===== src/rtl/reg_sel_pkg.sv =====
// Shared types for the register-select family: select codes, sequencer FSM
// states, default register indices and the burst length clamp helper.
package reg_sel_pkg;

    localparam int ACC_REG_DEF = 15;
    localparam int FB_REG_DEF  = 13;

    typedef enum logic [2:0] {
        SEL_ACC   = 3'd0,
        SEL_FB    = 3'd1,
        SEL_FIELD = 3'd2,
        SEL_BURST = 3'd3
    } reg_sel_e;

    typedef enum logic [1:0] {
        ST_IDLE,
        ST_EMIT,
        ST_BURST
    } state_e;

    // A zero length still produces one beat; anything past the limit is clamped.
    function automatic int unsigned burst_beats(input int unsigned len, input int unsigned max_burst);
        if (len == 0) return 1;
        if (len > max_burst) return max_burst;
        return len;
    endfunction

endpackage


===== src/rtl/reg_sel_sequencer_if.sv =====
// Request/response bundle between the control unit (master) and the
// register-select sequencer (slave).
interface reg_sel_sequencer_if #(
    parameter int REG_ADDR_W = 4,
    parameter int INSTR_W    = 9,
    parameter int CNT_W      = 4
);
    logic                  in_valid;
    logic                  in_ready;
    logic [2:0]            sel;
    logic [INSTR_W-1:0]    instr;
    logic [CNT_W-1:0]      burst_len;
    logic                  out_valid;
    logic                  out_ready;
    logic [REG_ADDR_W-1:0] reg_addr;
    logic                  out_last;
    logic                  busy;
    logic                  err;

    modport slave (
        input  in_valid, sel, instr, burst_len, out_ready,
        output in_ready, out_valid, reg_addr, out_last, busy, err
    );

    modport master (
        output in_valid, sel, instr, burst_len, out_ready,
        input  in_ready, out_valid, reg_addr, out_last, busy, err
    );
endinterface


===== src/rtl/reg_sel_addr_mux.sv =====
// Combinational select-code/instruction to base register address resolution.
// Shared by the reg1 sequencer and the future reg2 selector.
module reg_sel_addr_mux
    import reg_sel_pkg::*;
#(
    parameter int REG_ADDR_W = 4,
    parameter int ACC_REG    = ACC_REG_DEF,
    parameter int FB_REG     = FB_REG_DEF,
    parameter int INSTR_W    = 9,
    parameter int FIELD_LSB  = 3,
    parameter int FIELD_W    = 3
) (
    input  logic [2:0]            sel_i,
    input  logic [INSTR_W-1:0]    instr_i,
    output logic [REG_ADDR_W-1:0] addr_o,
    output logic                  burst_o,
    output logic                  invalid_o
);
    logic [FIELD_W-1:0] field;
    logic               unused_instr;

    assign field        = instr_i[FIELD_LSB +: FIELD_W];
    assign unused_instr = ^instr_i;

    // Invalid codes fall back to the accumulator so the caller always has an address.
    always_comb begin
        addr_o    = REG_ADDR_W'(ACC_REG);
        burst_o   = 1'b0;
        invalid_o = 1'b0;
        case (sel_i)
            SEL_ACC:   addr_o = REG_ADDR_W'(ACC_REG);
            SEL_FB:    addr_o = REG_ADDR_W'(FB_REG);
            SEL_FIELD: addr_o = REG_ADDR_W'(field);
            SEL_BURST: begin
                addr_o  = REG_ADDR_W'(field);
                burst_o = 1'b1;
            end
            default:   invalid_o = 1'b1;
        endcase
    end
endmodule


===== src/rtl/reg_sel_sequencer.sv =====
// Register-file read address sequencer: single beats or bursts of consecutive
// addresses with valid/ready on both sides. ERR_TRAP_EN turns an invalid select into a halt.
module reg_sel_sequencer
    import reg_sel_pkg::*;
#(
    parameter int REG_ADDR_W = 4,
    parameter int ACC_REG    = ACC_REG_DEF,
    parameter int FB_REG     = FB_REG_DEF,
    parameter int INSTR_W    = 9,
    parameter int FIELD_LSB  = 3,
    parameter int FIELD_W    = 3,
    parameter int MAX_BURST  = 8
) (
    input logic clk,
    input logic reset,
    reg_sel_sequencer_if.slave bus
);
    localparam int CNT_W = $clog2(MAX_BURST + 1);

    state_e                state_q, state_d;
    logic [REG_ADDR_W-1:0] addr_q, addr_d;
    logic                  last_q, last_d;
    logic [CNT_W-1:0]      cnt_q, cnt_d;
    logic                  err_q, err_d;
    logic                  in_ready;
    logic                  accept;
    logic [31:0]           beats;
    logic [REG_ADDR_W-1:0] mux_addr;
    logic                  mux_burst;
    logic                  mux_invalid;

    reg_sel_addr_mux #(
        .REG_ADDR_W (REG_ADDR_W),
        .ACC_REG    (ACC_REG),
        .FB_REG     (FB_REG),
        .INSTR_W    (INSTR_W),
        .FIELD_LSB  (FIELD_LSB),
        .FIELD_W    (FIELD_W)
    ) u_mux (
        .sel_i     (bus.sel),
        .instr_i   (bus.instr),
        .addr_o    (mux_addr),
        .burst_o   (mux_burst),
        .invalid_o (mux_invalid)
    );

`ifdef ERR_TRAP_EN
    logic halt_q, halt_d;
    assign in_ready = ((state_q == ST_IDLE) || ((state_q == ST_EMIT) && bus.out_ready)) && !halt_q;
`else
    assign in_ready = (state_q == ST_IDLE) || ((state_q == ST_EMIT) && bus.out_ready);
`endif

    assign accept = bus.in_valid && in_ready;
    assign beats  = burst_beats(32'(bus.burst_len), MAX_BURST);

    always_comb begin
        state_d = state_q;
        addr_d  = addr_q;
        last_d  = last_q;
        cnt_d   = cnt_q;
        err_d   = err_q;
`ifdef ERR_TRAP_EN
        halt_d  = halt_q;
`endif
        // cnt_q counts beats still to come after the one currently presented.
        case (state_q)
            ST_EMIT: if (bus.out_ready) state_d = ST_IDLE;
            ST_BURST: begin
                if (bus.out_ready) begin
                    if (cnt_q == '0) begin
                        state_d = ST_IDLE;
                    end else begin
                        addr_d = addr_q + REG_ADDR_W'(1);
                        cnt_d  = cnt_q - CNT_W'(1);
                        last_d = (cnt_q == CNT_W'(1));
                    end
                end
            end
            default: ;
        endcase

        if (accept) begin
            if (mux_invalid) begin
                err_d = 1'b1;
`ifdef ERR_TRAP_EN
                halt_d  = 1'b1;
                state_d = ST_IDLE;
`else
                state_d = ST_EMIT;
                addr_d  = mux_addr;
                last_d  = 1'b1;
`endif
            end else if (mux_burst) begin
                state_d = ST_BURST;
                addr_d  = mux_addr;
                cnt_d   = CNT_W'(beats - 32'd1);
                last_d  = (beats == 32'd1);
            end else begin
                state_d = ST_EMIT;
                addr_d  = mux_addr;
                last_d  = 1'b1;
            end
        end
    end

    always_ff @(posedge clk) begin
        if (reset) begin
            state_q <= ST_IDLE;
            addr_q  <= REG_ADDR_W'(ACC_REG);
            last_q  <= 1'b0;
            cnt_q   <= '0;
            err_q   <= 1'b0;
`ifdef ERR_TRAP_EN
            halt_q  <= 1'b0;
`endif
        end else begin
            state_q <= state_d;
            addr_q  <= addr_d;
            last_q  <= last_d;
            cnt_q   <= cnt_d;
            err_q   <= err_d;
`ifdef ERR_TRAP_EN
            halt_q  <= halt_d;
`endif
        end
    end

    assign bus.in_ready  = in_ready;
    assign bus.out_valid = (state_q != ST_IDLE);
    assign bus.reg_addr  = addr_q;
    assign bus.out_last  = last_q;
    assign bus.busy      = (state_q == ST_BURST);
    assign bus.err       = err_q;
endmodule


===== src/flat_wrapper.sv =====
// flat-port wrapper written by rule: the top's interface ports become plain ports
module reg_sel_sequencer_flat import reg_sel_pkg::*;
#(
    parameter int REG_ADDR_W = 4,
    parameter int ACC_REG    = ACC_REG_DEF,
    parameter int FB_REG     = FB_REG_DEF,
    parameter int INSTR_W    = 9,
    parameter int FIELD_LSB  = 3,
    parameter int FIELD_W    = 3,
    parameter int MAX_BURST  = 8
)
  (clk, reset, bus_in_valid, bus_sel, bus_instr, bus_burst_len, bus_out_ready, bus_in_ready, bus_out_valid, bus_reg_addr, bus_out_last, bus_busy, bus_err);
  reg_sel_sequencer_if #(.REG_ADDR_W(REG_ADDR_W), .INSTR_W(INSTR_W), .CNT_W(4)) bus_i ();
  input logic clk;
  input logic reset;
  input wire logic [$bits(bus_i.in_valid)-1:0] bus_in_valid;
  input wire logic [$bits(bus_i.sel)-1:0] bus_sel;
  input wire logic [$bits(bus_i.instr)-1:0] bus_instr;
  input wire logic [$bits(bus_i.burst_len)-1:0] bus_burst_len;
  input wire logic [$bits(bus_i.out_ready)-1:0] bus_out_ready;
  output wire logic [$bits(bus_i.in_ready)-1:0] bus_in_ready;
  output wire logic [$bits(bus_i.out_valid)-1:0] bus_out_valid;
  output wire logic [$bits(bus_i.reg_addr)-1:0] bus_reg_addr;
  output wire logic [$bits(bus_i.out_last)-1:0] bus_out_last;
  output wire logic [$bits(bus_i.busy)-1:0] bus_busy;
  output wire logic [$bits(bus_i.err)-1:0] bus_err;
  assign bus_i.in_valid = bus_in_valid;
  assign bus_i.sel = bus_sel;
  assign bus_i.instr = bus_instr;
  assign bus_i.burst_len = bus_burst_len;
  assign bus_i.out_ready = bus_out_ready;
  assign bus_in_ready = bus_i.in_ready;
  assign bus_out_valid = bus_i.out_valid;
  assign bus_reg_addr = bus_i.reg_addr;
  assign bus_out_last = bus_i.out_last;
  assign bus_busy = bus_i.busy;
  assign bus_err = bus_i.err;
  reg_sel_sequencer #(.REG_ADDR_W(REG_ADDR_W), .ACC_REG(ACC_REG), .FB_REG(FB_REG), .INSTR_W(INSTR_W), .FIELD_LSB(FIELD_LSB), .FIELD_W(FIELD_W), .MAX_BURST(MAX_BURST)) u_core (.clk(clk), .reset(reset), .bus(bus_i));
endmodule

===== config.mk =====
export PLATFORM = sky130hd
export DESIGN_NAME = reg_sel_sequencer_flat
export DESIGN_NICKNAME = d
export VERILOG_FILES = /design/src/rtl/reg_sel_pkg.sv /design/src/rtl/reg_sel_sequencer_if.sv /design/src/rtl/reg_sel_addr_mux.sv /design/src/rtl/reg_sel_sequencer.sv /design/src/flat_wrapper.sv
export SDC_FILE = /design/constraint.sdc
export NUM_CORES = 1
export LEC_CHECK = 0
export CAP_MARGIN = 10
export CORE_UTILIZATION = 55
export CTS_BUF_LIST = sky130_fd_sc_hd__clkbuf_4
export DETAILED_ROUTE_END_ITERATION = 16
export DONT_BUFFER_PORTS = 1
export GPL_ROUTABILITY_DRIVEN = 0
export GPL_TIMING_DRIVEN = 0
export PLACE_DENSITY = 0.7
export SYNTH_ARGS = -nofsm -noshare
export SYNTH_HDL_FRONTEND = slang
export SYNTH_SLANG_ARGS = --single-unit

===== constraint.sdc =====
create_clock -name clk -period 1.8 [get_ports clk]
set_clock_uncertainty 0.15 [all_clocks]
set_input_delay 0.18 -clock clk [delete_from_list [all_inputs] [get_ports clk]]
set_output_delay 0.18 -clock clk [all_outputs]
set_load 0.005 [all_outputs]

==> Flow_metrics.wiki, run 1 <==
{| class="wikitable"
! Metric !! Value
|-
| Diode insertion count for antenna repair || 0
|-
| Number of buffers added by the clock tree synthesis step || 3
|-
| Reg2reg start || u_core.cnt_q[1]
|-
| Setup Total Neg Slack || 0 ns
|-
| Number of DRC markers after the initial detailed-route iteration || 31
|-
| Data arrival time of the critical path || around 1.8 ns
|-
| Worst-Skew Late Latency || approximately 0.28 ns
|-
| Post-DR wirelength/cell || 14.4 um
|-
| Peak supply drop || 0.532 mV
|-
| Most common cell after layout, fill and taps aside || sky130_fd_sc_hd__dfxtp_1
|-
| Width of the chip || about 40 um
|-
| Die extent in y || 39.9 um
|-
| Relative slew slack || 69.5%
|-
| Fillers || 127
|-
| Startpoint Class || register
|-
| Worst path required time || 1.82 ns
|-
| Site Rows || 13
|-
| Initial standard-cell utilization of the core || 59.8%
|-
| Die area || 1590 um2
|-
| Uppermost layer routed || met4
|-
| Final wirelength || 1630 um
|-
| Final-stage net count || 124
|-
| Grt total ovfl || 0
|-
| Hold path start || bus_burst_len[3]
|-
| Total global routing track utilization || about a quarter
|-
| # DRC || 0
|-
| Cells after Synth || 90
|-
| Detailed-route vias per instance || around 6
|-
| Area growth from synthesis to final layout || 11.1%
|-
| Max Cap Violations || 0
|-
| I/O pins || 29
|-
| Slowest CP cell || sky130_fd_sc_hd__a2111o_1
|-
| Clock slew at reported path FFs || ~0.08 ns
|-
| Seq cells post-synth || 12
|-
| Synth cell types || 40
|-
| Run status || finished clean
|-
| Area of all placed cells without fillers || roughly 900 um2
|-
| Family of cells with the greatest summed delay on the critical path || compound AO/OA/AOI/OAI gates
|-
| Final Cycle Share || 96.6%
|-
| Largest fanout of any net on the critical path || 10
|-
| Fmax || between 500 and 600 MHz
|-
| Post-CTS setup buffer count || 0
|-
| Antenna Violating Nets Remaining || 0
|-
| Yosys warns || 0
|-
| Maximum count of clock buffers along a single path || 2
|-
| Sink count of the clock tree || 12
|-
| Measured slew at the worst slew-check pin || ~0.45 ns
|-
| Total via count in the routed design || 683
|-
| Critical path cell sequence || inv_1, ha_1, a21oi_2, buf_6, nor2_2, a2111o_1
|-
| Placed instance area || a little over 800 um2
|-
| Commonest cells after routing, fill and taps aside || sky130_fd_sc_hd__dfxtp_1 (11), sky130_fd_sc_hd__nor2_1 (10), sky130_fd_sc_hd__inv_1 (6), sky130_fd_sc_hd__a21oi_1 (5), sky130_fd_sc_hd__ha_1 (5)
|-
| Maximum number of pins on one net before global-route repair || 11
|-
| Clock tree from TritonCTS || yes
|-
| Met2 layer wire length in the routed design || 773 um
|-
| Vias in the first global route || 619
|-
| Number of antenna violations at the first check in global routing || 0
|-
| H-tree depth || 1
|-
| Post-layout total power || between 500 and 600 uW
|-
| Critical Path End Type || register
|-
| Amount of wire on met3 after detailed routing || 75 um
|-
| Share of post-route cells with drive strength above 1 || 13.3%
|-
| Number of buffer and inverter instances along the worst setup path || 2
|-
| First-pass detailed-route iteration total || 4
|-
| Final hold viol count || 0
|-
| Post-synthesis sequential area ratio || 30.5%
|-
| Syn nets || 115
|-
| Ratio of total power to cell area || 656 nW/um2
|-
| RSZ-0062 raised after global routing || no
|-
| Period minus WS final || 1.74 ns
|-
| First-pass GRT wire length || roughly 2500 um
|-
| Fin cells || 113
|-
| Length of routed wiring on met1 || 741 um
|-
| Inst Count DP || between 100 and 150
|-
| Synthesized cell area || 788 um2
|-
| Mean post-synth cell area || 8.76 um2
|-
| Detailed Place HPWL || 1200 um
|-
| Worst Path Class, Setup || reg -> reg
|-
| Core Footprint || 1320 um2
|-
| Hold crit path type || in -> reg
|-
| Leakage power total || about 0.33 nW
|-
| Critical path startpoint || u_core.cnt_q[1]
|-
| Clock Root Buffer || sky130_fd_sc_hd__clkbuf_4
|-
| CP peak stage delay || slightly below 0.4 ns
|-
| Final Max Tran Viols || 0
|-
| Number of buffers inserted by port buffering || 0
|-
| Final Setup Violations || 0
|}
## sequential cells by signal (all words and copies together), names as in the netlist
signal / count
u_core.bus.out_last: 1
u_core.bus.reg_addr: 4
u_core.bus.err: 1
u_core.cnt_q: 4
u_core.state_q: 2
## synth_stat cells (all sizes together)
| cell type | instances | area share [%] |
|---|---|---|
| a21o | 1 | 0.95 |
| a2111o | 1 | 1.4 |
| nor2b | 5 | 4.9 |
| nand3 | 2 | 1.3 |
| nor3b | 1 | 0.95 |
| o21bai | 1 | 0.95 |
| a221oi | 1 | 1.1 |
| nor2 | 13 | 8.9 |
| and4 | 1 | 1.1 |
| mux2i | 2 | 2.5 |
| dfxtp | 12 | 30 |
| nand3b | 2 | 2.4 |
| ha | 5 | 7.9 |
| inv | 6 | 2.9 |
| a311oi | 1 | 1.1 |
| a2111oi | 1 | 1.1 |
| o211ai | 1 | 0.95 |
| buf | 1 | 1.4 |
| or2 | 2 | 1.6 |
| xnor2 | 2 | 2.2 |
| a211o | 2 | 2.2 |
| a221o | 1 | 1.3 |
| a211oi | 3 | 2.9 |
| o31ai | 1 | 0.95 |
| a21oi | 6 | 4.3 |
| or3 | 1 | 0.79 |
| clkbuf | 1 | 0.48 |
| nor4 | 2 | 1.6 |
| nand4b | 1 | 1.1 |
| nand2b | 4 | 4.1 |
| nand2 | 2 | 0.95 |
| nor3 | 3 | 1.9 |
| o21ai | 2 | 1.3 |
## metrics by stage
| step | hold WS, ns | setup slack, ns | util [%] |
|---|---|---|---|
| after floorplan | 0.169 | 0.172 | - |
| after global placement | 0.175 | 0.0721 | 61.3 |
| after detailed placement | 0.181 | 0.0127 | 61.3 |
| after CTS | 0.00658 | 0.0104 | 66.3 |
| after global routing | 0.0148 | 0.00182 | 66.5 |
| final | 0.0118 | 0.0617 | 66.5 |
## where the power goes
| group | total [mW] | switching (mW) | internal (mW) |
|---|---|---|---|
| combinational | 0.101 | 0.0514 | 0.0498 |
| clock | 0.176 | 0.0957 | 0.0805 |
| sequential | 0.297 | 0.0164 | 0.280 |
## cells by family after synthesis
group,synth area share [%]
compound gates,20.5
mux,2.54
simple gates,31.6
fa+ha+maj,7.94
xor+xnor,2.22
flops,30.5
buf+inv,4.76
## worst reg2reg max path, cell delays in order, from the launching register on
cell                       delay (ns)
sky130_fd_sc_hd__dfxtp_1         0.37
sky130_fd_sc_hd__inv_1           0.09
sky130_fd_sc_hd__ha_1            0.25
sky130_fd_sc_hd__a21oi_2         0.18
sky130_fd_sc_hd__buf_6           0.16
sky130_fd_sc_hd__nor2_2          0.05
sky130_fd_sc_hd__a2111o_1        0.39
## layer usage
| layer | up-vias | GRT usage [%] |
|---|---|---|
| met5 | - | 0 |
| met4 | 0 | 19.0 |
| li1 | 344 | - |
| met2 | 24 | 38.1 |
| met1 | 310 | 32.0 |
| met3 | 5 | 3.41 |
## final cells by class
| cell class | count | area (um2) | area share, % |
|---|---|---|---|
| Multi-Input combinational cell | 70 | 512 | 58.4 |
| Clock buffer | 3 | 22.5 | 2.57 |
| Clock inverter | 1 | 3.75 | 0.429 |
| Tap cell | 15 | 18.8 | 2.14 |
| Sequential cell | 12 | 241 | 27.6 |
| Buffer | 2 | 15.0 | 1.71 |
| Inverter | 6 | 22.5 | 2.57 |
| Timing Repair Buffer | 4 | 40.0 | 4.57 |
## timing repair
item,4_1_cts,5_1_grt
endpoints found under the setup margin,0,2
gates resized for setup,0,2
hold buffers,4,0
hold endpoints to repair,4,0
## path summary, 6_finish.rpt
| path | slack [ns] | cells after the start | endpoint |
|---|---|---|---|
| worst min-delay path | 0.01 | 3 | u_core.bus.out_last |
| worst min register to register | 0.35 | 2 | u_core.bus.err |
| worst max register to register | 0.06 | 6 | u_core.bus.reg_addr[0] |
| worst max-delay path | 0.06 | 6 | u_core.bus.reg_addr[0] |
(Power assumes the default switching activity.)
==> run 2, diff against run 1 <==
==> constraint.sdc (replaced) <==
create_clock -name clk -period 2 [get_ports clk]
set_clock_uncertainty 0.15 [all_clocks]
set_input_delay 0.2 -clock clk [delete_from_list [all_inputs] [get_ports clk]]
set_output_delay 0.2 -clock clk [all_outputs]
set_load 0.005 [all_outputs]
==> run 2 against run 1 <==
Global-route usage unchanged. Core utilization is 0.19 points lower. Non-clock buffer count unchanged. Critical endpoint unchanged. Largest cell class unchanged. Largest power group unchanged. Highest routed layer unchanged.
==> Flow_metrics.wiki, run 2 (synthesis gave the netlist of run 1 again) <==
{| class="wikitable"
! Metric !! Value
|-
| Run status || finished clean
|-
| H-tree depth || 1 (unchanged)
|-
| Switch Pwr || 145 uW (-12%)
|-
| Total via count in the routed design || 675 (-1.2%)
|-
| Family of cells with the greatest summed delay on the critical path || compound AO/OA/AOI/OAI gates
|-
| Post-cts resize count || 0 (unchanged)
|-
| Hold crit path type || in -> reg
|-
| Vias in the first global route || 619 (unchanged)
|-
| Clock slew at reported path FFs || 0.08 ns (about the same)
|-
| Setup Total Neg Slack || 0 ns (unchanged)
|-
| Critical Path End Type || register
|-
| Number of hold buffers added after CTS || 4 (unchanged)
|-
| Most common cell after layout, fill and taps aside || sky130_fd_sc_hd__dfxtp_1
|-
| Hold WS || 0.0323 ns (+0.0205 ns)
|-
| Leakage power total || 0.325 nW (-0.14%)
|-
| Initial standard-cell utilization of the core || 59.8% (unchanged)
|-
| Post-DR wirelength/cell || 14.3 um (-1.2%)
|-
| Antenna Violating Nets Remaining || 0 (unchanged)
|-
| Site Rows || 13 (unchanged)
|-
| Die extent in y || 39.9 um (unchanged)
|-
| Ratio of total power to cell area || 588 nW/um2 (-10%)
|-
| Met2 layer wire length in the routed design || 755 um (-2.3%)
|-
| Part of the total power dissipated in the clock network || 30.4% (-0.3 points)
|-
| Total internal power || 369 uW (-10%)
|-
| Die area || 1590 um2 (unchanged)
|-
| First-pass detailed-route iteration total || 4 (unchanged)
|-
| Share of post-route cells with drive strength above 1 || 12.2% (-1.0 points)
|-
| Worst-Skew Late Latency || 0.28 ns (about the same)
|-
| CP peak stage delay || 0.42 ns (+0.03 ns)
|-
| Measured slew at the worst slew-check pin || 0.476 ns (+0.0219 ns)
|-
| Peak supply drop || 0.479 mV (-10%)
|-
| Clock tree from TritonCTS || yes
|-
| Number of buffer and inverter instances along the worst setup path || 2 (unchanged)
|-
| Final Cycle Share || 89.5% (-7.1 points)
|-
| Relative slew slack || 68.0% (-1.5 points)
|-
| Uppermost layer routed || met4
|-
| Critical path cell sequence || inv_1, ha_1, a21oi_2, buf_6, nor2_2, a2111o_1
|-
| Area growth from synthesis to final layout || 10.8%
|-
| Worst Path Class, Setup || reg -> reg
|-
| Worst path required time || 2.02 ns (+0.20 ns)
|-
| Period minus WS final || 1.79 ns (+0.0515 ns)
|-
| Combinational power share || 17.6% (about the same)
|-
| Diode insertion count for antenna repair || 0 (unchanged)
|-
| Sink count of the clock tree || 12 (unchanged)
|-
| Commonest cells after routing, fill and taps aside || sky130_fd_sc_hd__dfxtp_1 (12), sky130_fd_sc_hd__nor2_1 (10), sky130_fd_sc_hd__inv_1 (6), sky130_fd_sc_hd__a21oi_1 (5), sky130_fd_sc_hd__ha_1 (5)
|-
| Number of buffers added by the clock tree synthesis step || 3 (unchanged)
|-
| Core Footprint || 1320 um2 (unchanged)
|-
| Fmax || 559 MHz (-2.9%)
|-
| Maximum count of clock buffers along a single path || 2 (unchanged)
|-
| Grt total ovfl || 0 (unchanged)
|-
| Share of power burned in registers || 52.0% (+0.3 points)
|-
| Post-CTS setup buffer count || 0 (unchanged)
|-
| Switching share of total power || 28.2% (-0.33 points)
|-
| Final Setup Violations || 0 (unchanged)
|-
| Number of antenna violations at the first check in global routing || 0 (unchanged)
|-
| First-pass GRT wire length || 2550 um (unchanged)
|-
| RSZ-0062 raised after global routing || no
|-
| I/O pins || 29 (unchanged)
|-
| Slowest CP cell || sky130_fd_sc_hd__dfxtp_1
|-
| Maximum number of pins on one net before global-route repair || 11 (unchanged)
|-
| Final Max Tran Viols || 0 (unchanged)
|-
| Clock Root Buffer || sky130_fd_sc_hd__clkbuf_4
|-
| Width of the chip || 39.9 um (unchanged)
|-
| Number of buffers inserted by port buffering || 0 (unchanged)
|-
| Detailed Place HPWL || 1200 um (unchanged)
|-
| Placed instance area || 807 um2 (unchanged)
|-
| Final-stage net count || 124 (unchanged)
|-
| Length of routed wiring on met1 || 748 um (+0.94%)
|-
| Startpoint Class || register
|-
| Amount of wire on met3 after detailed routing || 65 um (-13%)
|-
| Final wirelength || 1610 um (-1.2%)
|-
| Detailed-route vias per instance || 5.97 (-1.2%)
|-
| Largest fanout of any net on the critical path || 10 (unchanged)
|-
| Max Cap Violations || 0 (unchanged)
|-
| Number of DRC markers after the initial detailed-route iteration || 26 (-16%)
|-
| Data arrival time of the critical path || 1.81 ns (+0.05 ns)
|-
| # DRC || 0 (unchanged)
|-
| Final hold viol count || 0 (unchanged)
|-
| Total global routing track utilization || 25.3% (unchanged)
|-
| Area of all placed cells without fillers || 873 um2 (-0.29%)
|}
## run 2: worst paths after layout
check / startpoint / end / slack (ns) / cells past startpoint
setup / recovery: u_core.cnt_q[0] / u_core.bus.reg_addr[0] / 0.21 / 6
setup reg to reg: u_core.cnt_q[0] / u_core.bus.reg_addr[0] / 0.21 / 6
hold reg to reg: u_core.bus.err / u_core.bus.err / 0.35 / 2
hold / removal: bus_burst_len[3] / u_core.bus.out_last / 0.03 / 3
## run 2: final cells by class
class / instances / area, um2
Clock inverter: 1 / 3.75
Sequential cell: 12 / 240
Multi-Input combinational cell: 70 / 510
Clock buffer: 3 / 22.5
Tap cell: 15 / 18.8
Timing Repair Buffer: 4 / 40.0
Fill cell: 127 / 444
Buffer: 2 / 15.0
Inverter: 6 / 22.5
## run 2: power by group through the flow
stage,clock [mW],combinational (mW),sequential (mW)
2_1_floorplan,0,0.0693,0.269
3_3_place_gp,0,0.0801,0.272
3_5_place_dp,0,0.0825,0.272
4_1_cts,0.160,0.0901,0.267
5_1_grt,0.170,0.102,0.270
6_report,0.156,0.0905,0.267
## run 2: stage by stage
| stage | instances | power, mW | setup slack (ns) | util, % |
|---|---|---|---|---|
| detailed placement | 105 | 0.355 | 0.213 | 61.3 |
| finish | 113 | 0.514 | 0.210 | 66.3 |
| global placement | 105 | 0.352 | 0.272 | 61.3 |
| floorplan | 90 | 0.339 | 0.372 | - |
| CTS | 113 | 0.517 | 0.210 | 66.3 |
| global route | 113 | 0.541 | 0.150 | 66.3 |
## run 2: metal layers
metal	vias up	track usage (%)
met5	-	0
met4	0	19.0
met3	5	3.41
met2	20	38.1
met1	304	32.0
li1	346	-
## run 2: tightest hold or removal path, delay by kind of cell
| kind | cells | cell delay (ns) |
|---|---|---|
| compound gates | 2 | 0.19 |
| simple gates | 1 | 0.02 |
